$ cat config.mk
export PLATFORM = sky130hd
export DESIGN_NAME = grf_write_arbiter_flat
export DESIGN_NICKNAME = d
export VERILOG_FILES = /design/src/rtl/grf_arb_pkg.sv /design/src/rtl/grf_write_arbiter_if.sv /design/src/rtl/grf_arb_fifo.sv /design/src/rtl/grf_write_arbiter.sv /design/src/flat_wrapper.sv
export SDC_FILE = /design/constraint.sdc
export NUM_CORES = 1
export LEC_CHECK = 0
export BUFFER_PORTS_ARGS = -buffer_cell sky130_fd_sc_hd__buf_2
export CAP_MARGIN = 5
export CORE_MARGIN = 10
export CORE_UTILIZATION = 55
export DETAILED_ROUTE_END_ITERATION = 12
export GPL_ROUTABILITY_DRIVEN = 0
export PLACE_DENSITY = 0.85
export SLEW_MARGIN = 20
export SYNTH_ARGS = -nofsm -noshare
export SYNTH_HDL_FRONTEND = slang
export SYNTH_HIERARCHICAL = 1
export SYNTH_SLANG_ARGS = --single-unit
$ cat constraint.sdc
create_clock -name clk -period 7.09 [get_ports clk]
set_input_delay 0.3545 -clock clk [delete_from_list [all_inputs] [get_ports clk]]
set_output_delay 0.3545 -clock clk [all_outputs]
set_load 0.1 [all_outputs]
$ cat src/rtl/grf_arb_pkg.sv
// grf_arb_pkg: shared types and defaults for the grf write-port arbiter.
//   REG_AW / DATA_W   : register-address and data widths of grf
//   DEPTH_DEF         : default secondary FIFO depth
//   STARVE_MAX_DEF    : default starvation threshold
//   grf_arb_entry_t   : secondary FIFO entry {wa, wd[, pc]}
// Optional feature macro: GRF_ARB_TRACE_EN (adds the pc field to entries).
package grf_arb_pkg;

  localparam int unsigned REG_AW         = 5;
  localparam int unsigned DATA_W         = 32;
  localparam int unsigned DEPTH_DEF      = 2;
  localparam int unsigned STARVE_MAX_DEF = 8;

  typedef logic [REG_AW-1:0] reg_addr_t;
  typedef logic [DATA_W-1:0] data_t;

  typedef struct packed {
    reg_addr_t wa;
    data_t     wd;
`ifdef GRF_ARB_TRACE_EN
    data_t     pc;
`endif
  } grf_arb_entry_t;

endpackage

$ cat src/rtl/grf_write_arbiter_if.sv
// grf_write_arbiter_if: valid/ready result channel from the secondary
// multi-cycle unit into the grf write arbiter.
//   s_valid : result valid            (master -> slave)
//   s_ready : arbiter FIFO can accept (slave  -> master)
//   s_wa    : destination register    (master -> slave)
//   s_wd    : result data             (master -> slave)
//   s_pc    : instruction PC, trace only (master -> slave)
interface grf_write_arbiter_if;
  import grf_arb_pkg::*;

  logic      s_valid;
  logic      s_ready;
  reg_addr_t s_wa;
  data_t     s_wd;
  data_t     s_pc;

  modport master (output s_valid, output s_wa, output s_wd, output s_pc,
                  input  s_ready);
  modport slave  (input  s_valid, input  s_wa, input  s_wd, input  s_pc,
                  output s_ready);
endinterface

$ cat src/rtl/grf_arb_fifo.sv
// grf_arb_fifo: DEPTH-entry circular FIFO holding secondary results.
//   clk   : clock
//   rst   : asynchronous active-low reset (empties the FIFO)
//   push  : write din at the tail (caller guarantees not full)
//   pop   : drop the head entry (caller guarantees not empty)
//   din   : entry to write
//   head  : current head entry (valid when count != 0)
//   count : number of stored entries, 0..DEPTH
module grf_arb_fifo
  import grf_arb_pkg::*;
#(
  parameter int unsigned DEPTH = DEPTH_DEF
) (
  input  logic                   clk,
  input  logic                   rst,
  input  logic                   push,
  input  logic                   pop,
  input  grf_arb_entry_t         din,
  output grf_arb_entry_t         head,
  output logic [$clog2(DEPTH):0] count
);

  localparam int unsigned PW = $clog2(DEPTH);

  grf_arb_entry_t mem [DEPTH];
  logic [PW-1:0]  rd_ptr;
  logic [PW-1:0]  wr_ptr;

  // DEPTH is a power of two, so the pointers wrap by plain overflow.
  always_ff @(posedge clk or negedge rst) begin
    if (!rst) begin
      rd_ptr <= '0;
      wr_ptr <= '0;
      count  <= '0;
    end else begin
      if (push) wr_ptr <= wr_ptr + 1'b1;
      if (pop)  rd_ptr <= rd_ptr + 1'b1;
      case ({push, pop})
        2'b10:   count <= count + 1'b1;
        2'b01:   count <= count - 1'b1;
        default: ;
      endcase
    end
  end

  // Storage needs no reset: the count alone decides what is valid.
  always_ff @(posedge clk) begin
    if (push) mem[wr_ptr] <= din;
  end

  assign head = mem[rd_ptr];

endmodule

$ cat src/rtl/grf_write_arbiter.sv
// grf_write_arbiter: shares the single grf write port between the W-stage
// writeback (fixed priority, never stalls) and a FIFO-buffered secondary
// result source, and keeps a busy scoreboard of registers awaiting a
// secondary result so decode can stall on them.
//   clk, rst           : clock, asynchronous active-low reset
//   w_we/w_wa/w_wd     : W-stage write request
//   w_pc               : W-stage PC (trace only)
//   sec                : secondary result channel (slave modport)
//   iss_valid/iss_wa   : secondary op issue and its destination
//   rs_a/rt_a          : decode source queries
//   busy_rs/busy_rt    : queried register has a pending secondary write
//   stall_req          : asks the pipeline to bubble W so the FIFO drains
//   err                : sticky protocol-error flag
//   regwrite/wa/wd     : grf write port
// Optional feature macro: GRF_ARB_TRACE_EN (prints every granted write).
module grf_write_arbiter
  import grf_arb_pkg::*;
#(
  parameter int unsigned DEPTH      = DEPTH_DEF,
  parameter int unsigned STARVE_MAX = STARVE_MAX_DEF
) (
  input  logic                      clk,
  input  logic                      rst,
  input  logic                      w_we,
  input  reg_addr_t                 w_wa,
  input  data_t                     w_wd,
  input  data_t                     w_pc,
  grf_write_arbiter_if.slave        sec,
  input  logic                      iss_valid,
  input  reg_addr_t                 iss_wa,
  input  reg_addr_t                 rs_a,
  input  reg_addr_t                 rt_a,
  output logic                      busy_rs,
  output logic                      busy_rt,
  output logic                      stall_req,
  output logic                      err,
  output logic                      regwrite,
  output reg_addr_t                 wa,
  output data_t                     wd
);

  localparam int unsigned CW = $clog2(DEPTH) + 1;

  logic [CW-1:0]             count;
  grf_arb_entry_t            head;
  grf_arb_entry_t            push_entry;
  logic                      push;
  logic                      pop;
  logic                      fifo_nonempty;

  logic [(1<<REG_AW)-1:0]    sb;
  logic [(1<<REG_AW)-1:0]    sb_d;
  logic                      err_d;
  logic [7:0]                starve_cnt;
  logic [7:0]                starve_cnt_d;
  logic                      stall_d;

  assign fifo_nonempty = (count != '0);
  assign sec.s_ready   = (count != CW'(DEPTH));
  assign push          = sec.s_valid && sec.s_ready;
  assign pop           = !w_we && fifo_nonempty;

  always_comb begin
    push_entry    = '0;
    push_entry.wa = sec.s_wa;
    push_entry.wd = sec.s_wd;
`ifdef GRF_ARB_TRACE_EN
    push_entry.pc = sec.s_pc;
`endif
  end

  grf_arb_fifo #(.DEPTH(DEPTH)) u_fifo (
    .clk   (clk),
    .rst   (rst),
    .push  (push),
    .pop   (pop),
    .din   (push_entry),
    .head  (head),
    .count (count)
  );

  // Port mux. The FIFO count is already zero while rst is low, but W could
  // still be requesting, so the enable is gated explicitly.
  always_comb begin
    regwrite = 1'b0;
    wa       = '0;
    wd       = '0;
    if (w_we) begin
      regwrite = 1'b1;
      wa       = w_wa;
      wd       = w_wd;
    end else if (fifo_nonempty) begin
      regwrite = 1'b1;
      wa       = head.wa;
      wd       = head.wd;
    end
    if (!rst) regwrite = 1'b0;
  end

  // Scoreboard: clear on grant first so a same-cycle issue to the same
  // register wins. Error checks look at the registered bits.
  always_comb begin
    sb_d  = sb;
    err_d = err;
    if (pop) sb_d[head.wa] = 1'b0;
    if (iss_valid && (iss_wa != '0)) begin
      if (sb[iss_wa]) err_d = 1'b1;
      sb_d[iss_wa] = 1'b1;
    end
    if (push && (sec.s_wa != '0) && !sb[sec.s_wa]) err_d = 1'b1;
    sb_d[0] = 1'b0;
  end

  // Starvation: the counter saturates; stall_req latches when the next count
  // hits the threshold and is only dropped by a FIFO grant.
  always_comb begin
    starve_cnt_d = starve_cnt;
    stall_d      = stall_req;
    if (!fifo_nonempty || pop) begin
      starve_cnt_d = '0;
    end else if (starve_cnt != '1) begin
      starve_cnt_d = starve_cnt + 1'b1;
    end
    if (pop) begin
      stall_d = 1'b0;
    end else if (starve_cnt_d == 8'(STARVE_MAX)) begin
      stall_d = 1'b1;
    end
  end

  always_ff @(posedge clk or negedge rst) begin
    if (!rst) begin
      sb         <= '0;
      err        <= 1'b0;
      starve_cnt <= '0;
      stall_req  <= 1'b0;
    end else begin
      sb         <= sb_d;
      err        <= err_d;
      starve_cnt <= starve_cnt_d;
      stall_req  <= stall_d;
    end
  end

  assign busy_rs = sb[rs_a];
  assign busy_rt = sb[rt_a];

`ifdef GRF_ARB_TRACE_EN
  data_t trace_pc;
  assign trace_pc = w_we ? w_pc : head.pc;

  always_ff @(posedge clk) begin
    if (rst && regwrite && (wa != '0))
      $display("%d@%h: $%d <= %h", $time, trace_pc, wa, wd);
  end
`else
  logic unused_pc;
  assign unused_pc = ^{w_pc, sec.s_pc};
`endif

endmodule

$ cat src/flat_wrapper.sv
// flat-port wrapper written by rule: the top's interface ports become plain ports
module grf_write_arbiter_flat import grf_arb_pkg::*;
#(
  parameter int unsigned DEPTH      = DEPTH_DEF,
  parameter int unsigned STARVE_MAX = STARVE_MAX_DEF
)
  (clk, rst, w_we, w_wa, w_wd, w_pc, iss_valid, iss_wa, rs_a, rt_a, busy_rs, busy_rt, stall_req, err, regwrite, wa, wd, sec_s_valid, sec_s_wa, sec_s_wd, sec_s_pc, sec_s_ready);
  grf_write_arbiter_if sec_i ();
  input  logic clk;
  input  logic rst;
  input  logic w_we;
  input  reg_addr_t w_wa;
  input  data_t w_wd;
  input  data_t w_pc;
  input  logic iss_valid;
  input  reg_addr_t iss_wa;
  input  reg_addr_t rs_a;
  input  reg_addr_t rt_a;
  output logic busy_rs;
  output logic busy_rt;
  output logic stall_req;
  output logic err;
  output logic regwrite;
  output reg_addr_t wa;
  output data_t wd;
  input wire logic [$bits(sec_i.s_valid)-1:0] sec_s_valid;
  input wire logic [$bits(sec_i.s_wa)-1:0] sec_s_wa;
  input wire logic [$bits(sec_i.s_wd)-1:0] sec_s_wd;
  input wire logic [$bits(sec_i.s_pc)-1:0] sec_s_pc;
  output wire logic [$bits(sec_i.s_ready)-1:0] sec_s_ready;
  assign sec_i.s_valid = sec_s_valid;
  assign sec_i.s_wa = sec_s_wa;
  assign sec_i.s_wd = sec_s_wd;
  assign sec_i.s_pc = sec_s_pc;
  assign sec_s_ready = sec_i.s_ready;
  grf_write_arbiter #(.DEPTH(DEPTH), .STARVE_MAX(STARVE_MAX)) u_core (.clk(clk), .rst(rst), .w_we(w_we), .w_wa(w_wa), .w_wd(w_wd), .w_pc(w_pc), .sec(sec_i), .iss_valid(iss_valid), .iss_wa(iss_wa), .rs_a(rs_a), .rt_a(rt_a), .busy_rs(busy_rs), .busy_rt(busy_rt), .stall_req(stall_req), .err(err), .regwrite(regwrite), .wa(wa), .wd(wd));
endmodule
==> results.cfg, run 1 <==
[power_and_ir_drop]
swShare_pct = 41.51
power_frac_comb_pct = 41.1
power_frac_seq_pct = 34.3
p_per_area_nw_per_um2 = 458.4
p_switching_mw = 1.447
leakage_nw = 3.084
clockPowerShare_pct = 24.6
irDropWorstVdd_mv = 0.3674
p_int_mw = 2.040
total_power_mw = 3.487

[sta]
fin_setup_tns_ns = 0
worstMarginPinSlew_ns = 1.086
hold_violations = 0
rsz0062_at_grt = no
finClkSkew_ns = 0.01403
finalSetupViolations = 0
slew_viol_final = 0
finalCritPeriodShare_pct = 41.29
max_slew_margin_pct = 27.57
max_freq_mhz = 341.6
period_minus_slack_ns = 2.927

[critical_path]
r2r_cells = 4
crit_type = register to primary output
startpoint_type = register
cp_max_fo = 38
reg2reg_slack_ns = 4.44
critical_path_required_ns = 6.74
rr_startpoint = u_core/u_fifo/rd_ptr$_DFFE_PN0P_
r2r-end = u_core/sb[16]$_DFF_PN0_
arrival_ns = 2.57
endpoint_kind = primary output

[die]
ioPinCount = 201
num_rows = 38
initial_utilization_pct = 56.89
die_h_um = 126.6
core_area_um2 = 10980
floorplan.die_area_um2 = 16020
die_w_um = 126.6

[global_route]
gr-usage-all-layers_pct = 21.32
gr-total-overflow = 0
grt_max_degree = 47
grt_pass1_vias = 5055
grt_antenna_before_repair = 3
grt_pass1_wl_um = 27240

[clock_network]
clock-sinks = 119
cts_hold_buf = 0
htree_levels = 4
post_cts_buffers = 0
numCtsBuffers = 17
cts_resized = 0
clockBufferDepth = 2
cts_root_buf = clkbuf_16
clk_pin_slew_ns = 0.05
clk_latency_ns = 0.41
cts_tree = done

[place]
post-dp-hpwl_um = 12060
postPlaceCellArea_um2 = 6988
numPortBuffers = 136

[logic_synthesis]
synth_top_area_share_pct = 35.56
synth_ff_type = edfxtp_1
yosysSeqAreaShare_pct = 53.58
ys_ff_latch = 119
synth_area_um2 = 6248
syn_area_per_cell_um2 = 13.44
synth_edf_count = 74
syn_nets = 625
synth_warnings = 6
synth-async-reset-ratio_pct = 37.82
yosysTopAreaCell = edfxtp_1
synthCells = 465
ys_types = 50
synth.area.top_cells = edfxtp_1 36%, dfrtp_1 18%, mux4_2 9.7%, a22o_1 5.3%, o21ai_0 5.0%

[drt]
finalWirelength_um = 17120
ant_nets = 0
drc = 0
wire_per_inst_um = 22.92
vias = 4722
vias_per_cell = 6.321
first_iter_violations = 527
first_pass_iters = 6

[status]
outcome = finished clean

[layout]
fin_util_pct = 69.28
nets = 755
area_growth_pct = 21.77
stdcell_area_um2 = 7609
fillers = 757
drive_gt1_share_pct = 40.43

[hold_path]
hp-class = input port to asynchronous set/reset pin

[flow_run]
cap_violations = 0
-- placed cells by master (no fill, tap or decap), drive strengths merged, types with 4 or more instances in the layout --
master	count
buf	139
edfxtp	74
o21ai	63
mux2	46
dfrtp	45
a22o	38
mux4	27
nand2	24
clkbuf	19
nand3	14
nor2	14
mux2i	12
nand2b	6
nand3b	6
inv	6
nor2b	5
nor3	5
clkinv	5
bufinv	4
and2	4
xor2	4
xnor2	4
-- logic make-up after synthesis --
logic type / after synthesis / synth area share, %
compound gates: 121 / 12.98
fa+ha+maj: 2 / 0.4004
simple gates: 96 / 8.170
buf+inv: 34 / 2.603
mux: 85 / 21.15
xor+xnor: 8 / 1.121
flops: 119 / 53.58
-- worst max path at each step --
| stage | from | end | slack (ns) | cells past startpoint |
|---|---|---|---|---|
| final | u_core/u_fifo/rd_ptr$_DFFE_PN0P_ | wa[4] | 4.16 | 3 |
| after global routing | u_core/u_fifo/rd_ptr$_DFFE_PN0P_ | wa[3] | 4.06 | 3 |
| after CTS | u_core/u_fifo/rd_ptr$_DFFE_PN0P_ | wa[3] | 4.17 | 3 |
| after detailed placement | w_we | wd[29] | 4.31 | 4 |
| after global placement | w_we | wd[0] | 4.42 | 4 |
| after floorplan | u_core/u_fifo/count[0]$_DFFE_PN0P_ | u_core/u_fifo/mem[0][0]$_DFFE_PP_ | 3.48 | 4 |
-- Yosys cell counts, drive strengths merged (6+ instances only) --
master / instances
inv: 6
edfxtp: 74
mux2: 46
nand2: 24
nand3b: 6
clkbuf: 16
mux4: 27
o21ai: 63
nand3: 14
a22o: 38
nand2b: 6
nor2: 14
mux2i: 12
buf: 12
dfrtp: 45
-- power by group through the flow --
stage	combinational [mW]	clock [mW]	sequential, mW
after floorplan	1.21	0	1.07
after global placement	1.37	0	1.18
after detailed placement	1.40	0	1.19
after CTS	1.42	0.867	1.18
after global routing	1.51	0.900	1.22
final	1.43	0.859	1.20
-- critical path: stages, from the launching register on --
cell     delay [ns]
dfrtp_2        1.07
mux2_2         0.48
a22o_1         0.16
buf_2          0.42
-- through the flow --
step	std cells	hold WS, ns	setup WS (ns)
global placement	715	0.4606	4.419
CTS	745	0.04796	4.166
detailed placement	715	0.4761	4.309
finish	747	0.01906	4.163
global route	746	0.07033	4.062
floorplan	465	0.05891	3.481
-- state kept, by name, indices dropped and copies added (netlist names) --
register              count
u_core/u_fifo/mem        74
u_core/starve_cnt         8
u_core/u_fifo/wr_ptr      1
u_core/err                1
u_core/sb                31
u_core/u_fifo/count       2
u_core/u_fifo/rd_ptr      1
u_core/stall_req          1
-- routing by layer --
layer / GRT usage, % / part of all wire (%) / vias to the layer above
met1: 25.30 / 36 / 2285
met2: 35.05 / 50 / 301
met3: 8.163 / 12 / 33
met4: 6.698 / 1.6 / 2
met5: 0 / 0.076 / -
li1: - / - / 2101
-- area by class of cell --
cell class	instances	area, um^2	area share, %
sequential	119	3349	44.02
multi-input combinational	312	2745	36.08
timing repair buffer	139	723.2	9.505
clock buffer	19	432.9	5.690
tap	140	175.2	2.302
clock inverter	11	157.7	2.072
inverter	6	22.52	0.2960
antenna	1	2.502	0.03289
Note: power is estimated with default switching activity, not from simulation.
==> run 2, diff against run 1 <==
--- a/config.mk
+++ b/config.mk
@@ -8,10 +8,10 @@
 export BUFFER_PORTS_ARGS = -buffer_cell sky130_fd_sc_hd__buf_2
 export CAP_MARGIN = 5
 export CORE_MARGIN = 10
-export CORE_UTILIZATION = 55
+export CORE_UTILIZATION = 46
 export DETAILED_ROUTE_END_ITERATION = 12
 export GPL_ROUTABILITY_DRIVEN = 0
-export PLACE_DENSITY = 0.85
+export PLACE_DENSITY = 0.76
 export SLEW_MARGIN = 20
 export SYNTH_ARGS = -nofsm -noshare
 export SYNTH_HDL_FRONTEND = slang
==> constraint.sdc (replaced) <==
create_clock -name clk -period 2.4 [get_ports clk]
set_input_delay 0.12 -clock clk [delete_from_list [all_inputs] [get_ports clk]]
set_output_delay 0.12 -clock clk [all_outputs]
set_load 0.1 [all_outputs]
==> run 2 against run 1 <==
Effect of this change: the run now ends with negative setup slack left; first-iteration DRC count decreased by 0.76%; final cell count increased by 10%; non-clock buffer count increased by 37; worst hold slack improved by 0.0056 ns; sequential share of layout area decreased by 5.3 points; total power increased to 3.2 times the previous value; register-to-register slack got worse by 4.0 ns; die area increased by 16%; global-route usage decreased by 1.2 points; utilization decreased by 4.1 points; sequential cell count unchanged; critical path type unchanged; critical endpoint is now busy_rs; highest routed layer is now met4.
==> results.cfg, run 2 (synthesis results as in run 1) <==
[status]
outcome = complete, but fails checks
failed_checks = negative setup slack

[die]
floorplan.die_area_um2 = 18650
initial_utilization_pct = 47.00
die_h_um = 136.6
num_rows = 42
die_w_um = 136.6
core_area_um2 = 13300
ioPinCount = 201

[clock_network]
clk_latency_ns = 0.42
htree_levels = 4
cts_root_buf = clkbuf_16
numCtsBuffers = 17
cts_tree = done
clockBufferDepth = 2
clk_pin_slew_ns = 0.05
clock-sinks = 119

[hold_path]
min_from = sec_s_wa[3]
worstHoldEndpoint = u_core/u_fifo/mem[1][35]$_DFFE_PP_
hold_path_depth = 1
hp-class = input port to register

[drt]
vias = 4934
finalWirelength_um = 18310
ant_nets = 0
vias_per_cell = 6.002
drc = 0
first_pass_iters = 5
first_iter_violations = 523
wire_per_inst_um = 22.27

[place]
post-dp-hpwl_um = 12440
place_inst = 755
numPortBuffers = 136

[sta]
period_minus_slack_ns = 2.413
max_slew_margin_pct = 56.35
hold_violations = 0
finalCritPeriodShare_pct = 100.5
rsz0062_at_grt = yes
layout_setup_ws_ns = -0.01252
fin_setup_tns_ns = -0.01252
finalSetupViolations = 1
finClkSkew_ns = 0.01626
hold_slack_ns = 0.02465
worstMarginPinSlew_ns = 0.6504
max_freq_mhz = 414.5
slew_viol_final = 0

[global_route]
grt_pass1_wl_um = 28990
gr-usage-all-layers_pct = 20.12
grt_max_degree = 46
grt_antenna_before_repair = 1
gr-total-overflow = 0
grt_pass1_vias = 5262

[power_and_ir_drop]
leakage_nw = 3.453
p_per_area_nw_per_um2 = 1304
total_power_mw = 11.30
irDropWorstVdd_mv = 0.8986

[layout]
area_growth_pct = 38.73
layout_commonest_cell = buf_2
layoutNonFillerInstCount = 822
largest_registers = u_core/u_fifo/mem x74, u_core/sb x31, u_core/starve_cnt x8
top_register = u_core/u_fifo/mem
largest_reg_flops = 74
final_cell_mix = 97 x buf_2, 74 x edfxtp_1, 62 x o21ai_0
drive_gt1_share_pct = 40.16
nets = 792

[flow_run]
cap_violations = 0

[critical_path]
r2r_cells = 4
reg2reg_slack_ns = 0.45
rr_startpoint = u_core/u_fifo/rd_ptr$_DFFE_PN0P_
cp_max_fo = 5
critical_path_required_ns = 2.28
endpoint_kind = primary output
r2r-end = u_core/sb[18]$_DFF_PN0_
crit_type = register to primary output
startpoint_type = register
arrival_ns = 2.29
==> run 2: cell types whose count changed in the layout (fill, tap and decap cells not counted), moves of 3 or more <==
cell           delta
clkinv_4          +4
dfrtp_1           -5
dfrtp_2           +5
inv_6             +3
dlygate4sd3_1    +34
buf_2            -39
buf_12           +41
==> run 2: critical path, stage by stage, from the launching register on <==
cell and delay [ns]:
dfrtp_1 0.43, mux4_2 0.52, mux4_2 0.48, mux2_4 0.29, buf_12 0.17
==> run 2: layout make-up <==
cell class / instances / area (um^2)
antenna: 1 / 2.502
clock buffer: 18 / 429.2
clock inverter: 14 / 197.7
fill: 939 / 4627
inverter: 6 / 22.52
multi-input combinational: 312 / 2756
sequential: 119 / 3356
tap: 176 / 220.2
timing repair buffer: 176 / 1684
==> run 2: power by group <==
group / switching (mW) / leakage (nW) / total (mW) / internal (mW)
combinational: 3.04 / 1.92 / 5.21 / 2.16
clock: 0.941 / 0.303 / 2.69 / 1.75
sequential: 0.564 / 1.23 / 3.41 / 2.85
==> run 2: metal layers <==
| layer | GRT usage, % | part of all wire [%] | wire length [um] |
|---|---|---|---|
| met5 | 0 | 0 | 0 |
| met2 | 30.74 | 47 | 8576 |
| met4 | 8.107 | 1.9 | 349 |
| met1 | 25.29 | 40 | 7366 |
| met3 | 7.551 | 11 | 2015 |
==> run 2: stage by stage <==
stage          area, um^2  util [%]  setup WS (ns)
3_3_place_gp         7647     57.52         0.3452
5_1_grt              8668     65.20       -0.05750
3_5_place_dp         7647     57.52         0.3160
6_report             8668     65.20       -0.01252
4_1_cts              8652     65.08       -0.02255
2_1_floorplan        6260         -         0.1502
==> run 2: worst max-delay path by stage <==
| stage | start | endpoint | slack [ns] |
|---|---|---|---|
| 3_3_place_gp | u_core/sb[31]$_DFF_PN0_ | busy_rs | 0.35 |
| 5_1_grt | u_core/sb[31]$_DFF_PN0_ | busy_rs | -0.06 |
| 2_1_floorplan | u_core/u_fifo/count[0]$_DFFE_PN0P_ | u_core/u_fifo/mem[0][0]$_DFFE_PP_ | 0.15 |
| 6_report | u_core/sb[27]$_DFF_PN0_ | busy_rs | -0.01 |
| 4_1_cts | u_core/sb[31]$_DFF_PN0_ | busy_rs | -0.02 |
| 3_5_place_dp | rs_a[0] | busy_rs | 0.32 |
==> run 2: timing repair <==
item,4_1_cts,5_1_grt
hold buffers,34,0
hold endpoints to repair,111,0
setup endpoints to repair,2,6
buffers inserted,0,0
resized for setup,10,7
==> run 3, diff against run 2 <==
--- a/config.mk
+++ b/config.mk
@@ -11,7 +11,7 @@
 export CORE_UTILIZATION = 46
 export DETAILED_ROUTE_END_ITERATION = 12
 export GPL_ROUTABILITY_DRIVEN = 0
-export PLACE_DENSITY = 0.76
+export PLACE_DENSITY = 0.82
 export SLEW_MARGIN = 20
 export SYNTH_ARGS = -nofsm -noshare
 export SYNTH_HDL_FRONTEND = slang
==> run 3 against run 2 <==
Effect of this change: the run still ends with negative setup slack left; sequential share of layout area decreased by 0.18 points; sequential power hardly changed; critical path depth is the same; utilization is 0.43 points higher; non-clock buffer count grew 8; final cell count is 0.85% higher; critical endpoint is now busy_rt; largest cell class unchanged.
==> results.cfg, run 3 (synthesis results as in run 1) <==
[drt]
finalWirelength_um = 19250
wire_per_inst_um = 23.22
vias_per_cell = 6.251
ant_nets = 0
first_pass_iters = 6
vias = 5182
first_iter_violations = 617
drc = 0

[layout]
layout_commonest_cell = buf_2
largest_registers = u_core/u_fifo/mem x74, u_core/sb x31, u_core/starve_cnt x8
area_growth_pct = 39.65
diodes = 0
top_register = u_core/u_fifo/mem
multi_input_area_um2 = 2756
fillers = 853
final_cell_mix = 97 x buf_2, 74 x edfxtp_1, 62 x o21ai_0
layoutNonFillerInstCount = 829
drive_gt1_share_pct = 41.81
nets = 800
regArea_um2 = 3362
stdcell_area_um2 = 8726
largest_reg_flops = 74

[critical_path]
arrival_ns = 2.28
critical_path_required_ns = 2.28
reg2reg_slack_ns = 0.19
crit_type = register to primary output
cpPeakStageDelay_ns = 0.49
cp_max_fo = 5
cpMostUsedCell = mux4_2
cp_slowest_cell = mux4_2
startpoint_type = register
endpoint_kind = primary output
path_cells = mux4_2, mux4_2, mux2_4, buf_12

[sta]
hold_violations = 0
max_slew_margin_pct = 58.22
finalSetupViolations = 1
worstMarginPinSlew_ns = 0.6225
period_minus_slack_ns = 2.401
rsz0062_at_grt = yes
finClkSkew_ns = 0.01192
slew_viol_final = 0
max_freq_mhz = 416.5
finalCritPeriodShare_pct = 100.0
fin_setup_tns_ns = -0.0009872
layout_setup_ws_ns = -0.0009872

[place]
post-dp-hpwl_um = 12610
postPlaceCellArea_um2 = 7647
place_inst = 755
dp_worst_setup_slack_ns = 0.3111
numPortBuffers = 136

[status]
outcome = complete, but fails checks
failed_checks = negative setup slack

[clock_network]
clockBufferDepth = 2
clk_latency_ns = 0.41
htree_levels = 4
clock-sinks = 119
numCtsBuffers = 17
cts_tree = done
clk_pin_slew_ns = 0.05
cts_root_buf = clkbuf_16

[power_and_ir_drop]
irDropWorstVdd_mv = 0.8235
total_power_mw = 11.46
p_per_area_nw_per_um2 = 1313
leakage_nw = 3.475

[global_route]
gr-usage-all-layers_pct = 20.84
gr-total-overflow = 0
grt_pass1_vias = 5465
grt_pass1_wl_um = 30030
grt_antenna_before_repair = 0
grt_max_degree = 46

[die]
die_h_um = 136.6
initial_utilization_pct = 47.00
core_area_um2 = 13300
ioPinCount = 201
floorplan.die_area_um2 = 18650
num_rows = 42
die_w_um = 136.6

[flow_run]
cap_violations = 0

[hold_path]
hp-class = input port to register
## run 3: changes by cell type in the layout (fill, tap and decap cells not counted)
cell and change:
buf_4 +10, buf_6 -2, clkinv_1 -1, clkinv_4 -1, clkinvlp_4 +3, dfrtp_1 -5, dfrtp_2 +5, diode_2 -1
inv_6 -1
## run 3: critical path: cells and delay by family, from the launching register on
family,cells,cell delay (ns)
DFF,1,0.45
buffers and inverters,1,0.17
muxes,3,1.27
## run 3: through the flow
step,hold WS (ns),utilization (%)
after global routing,0.03238,65.63
after global placement,0.3087,57.52
final,0.03248,65.63
after floorplan,-0.1756,-
after detailed placement,0.3118,57.52
after CTS,0.01547,65.13
## run 3: metal layers
layer  wire [um]  vias to the layer above  GRT usage, %
met3        2432                       67         7.661
li1            -                     2184             -
met2        9527                      404         34.20
met5           0                        -             0
met1        6585                     2527         23.68
met4         703                        0         9.822
## run 3: repair_timing
action / CTS / global route
hold endpoints to repair: 111 / 0
setup endpoints to repair: 2 / 2
setup buffers: 2 / 6
hold buffers: 34 / 0
resized for setup: 10 / 10
## run 3: worst paths after layout
check | to | depth (start not counted) | startpoint
min in group asynchronous | u_core/sb[15]$_DFF_PN0_ | 3 | rst
hold reg to reg | u_core/stall_req$_DFFE_PN0P_ | 2 | u_core/stall_req$_DFFE_PN0P_
setup / recovery | busy_rt | 4 | u_core/sb[11]$_DFF_PN0_
max in group asynchronous | u_core/sb[24]$_DFF_PN0_ | 3 | rst
hold / removal | u_core/u_fifo/mem[1][35]$_DFFE_PP_ | 1 | sec_s_wa[3]
setup reg to reg | u_core/err$_DFFE_PN0P_ | 6 | u_core/sb[26]$_DFF_PN0_
## run 3: final cells by class
class,instances,area share (%)
Clock buffer,18,4.918
Tap cell,176,2.524
Clock inverter,14,2.280
Multi-Input combinational cell,312,31.59
Inverter,6,0.2581
Sequential cell,119,38.53
Timing Repair Buffer,184,19.90
## run 3: report_power, final
group / switching, mW / internal [mW]
Combinational: 3.13 / 2.24
Sequential: 0.574 / 2.86
Clock: 0.916 / 1.74
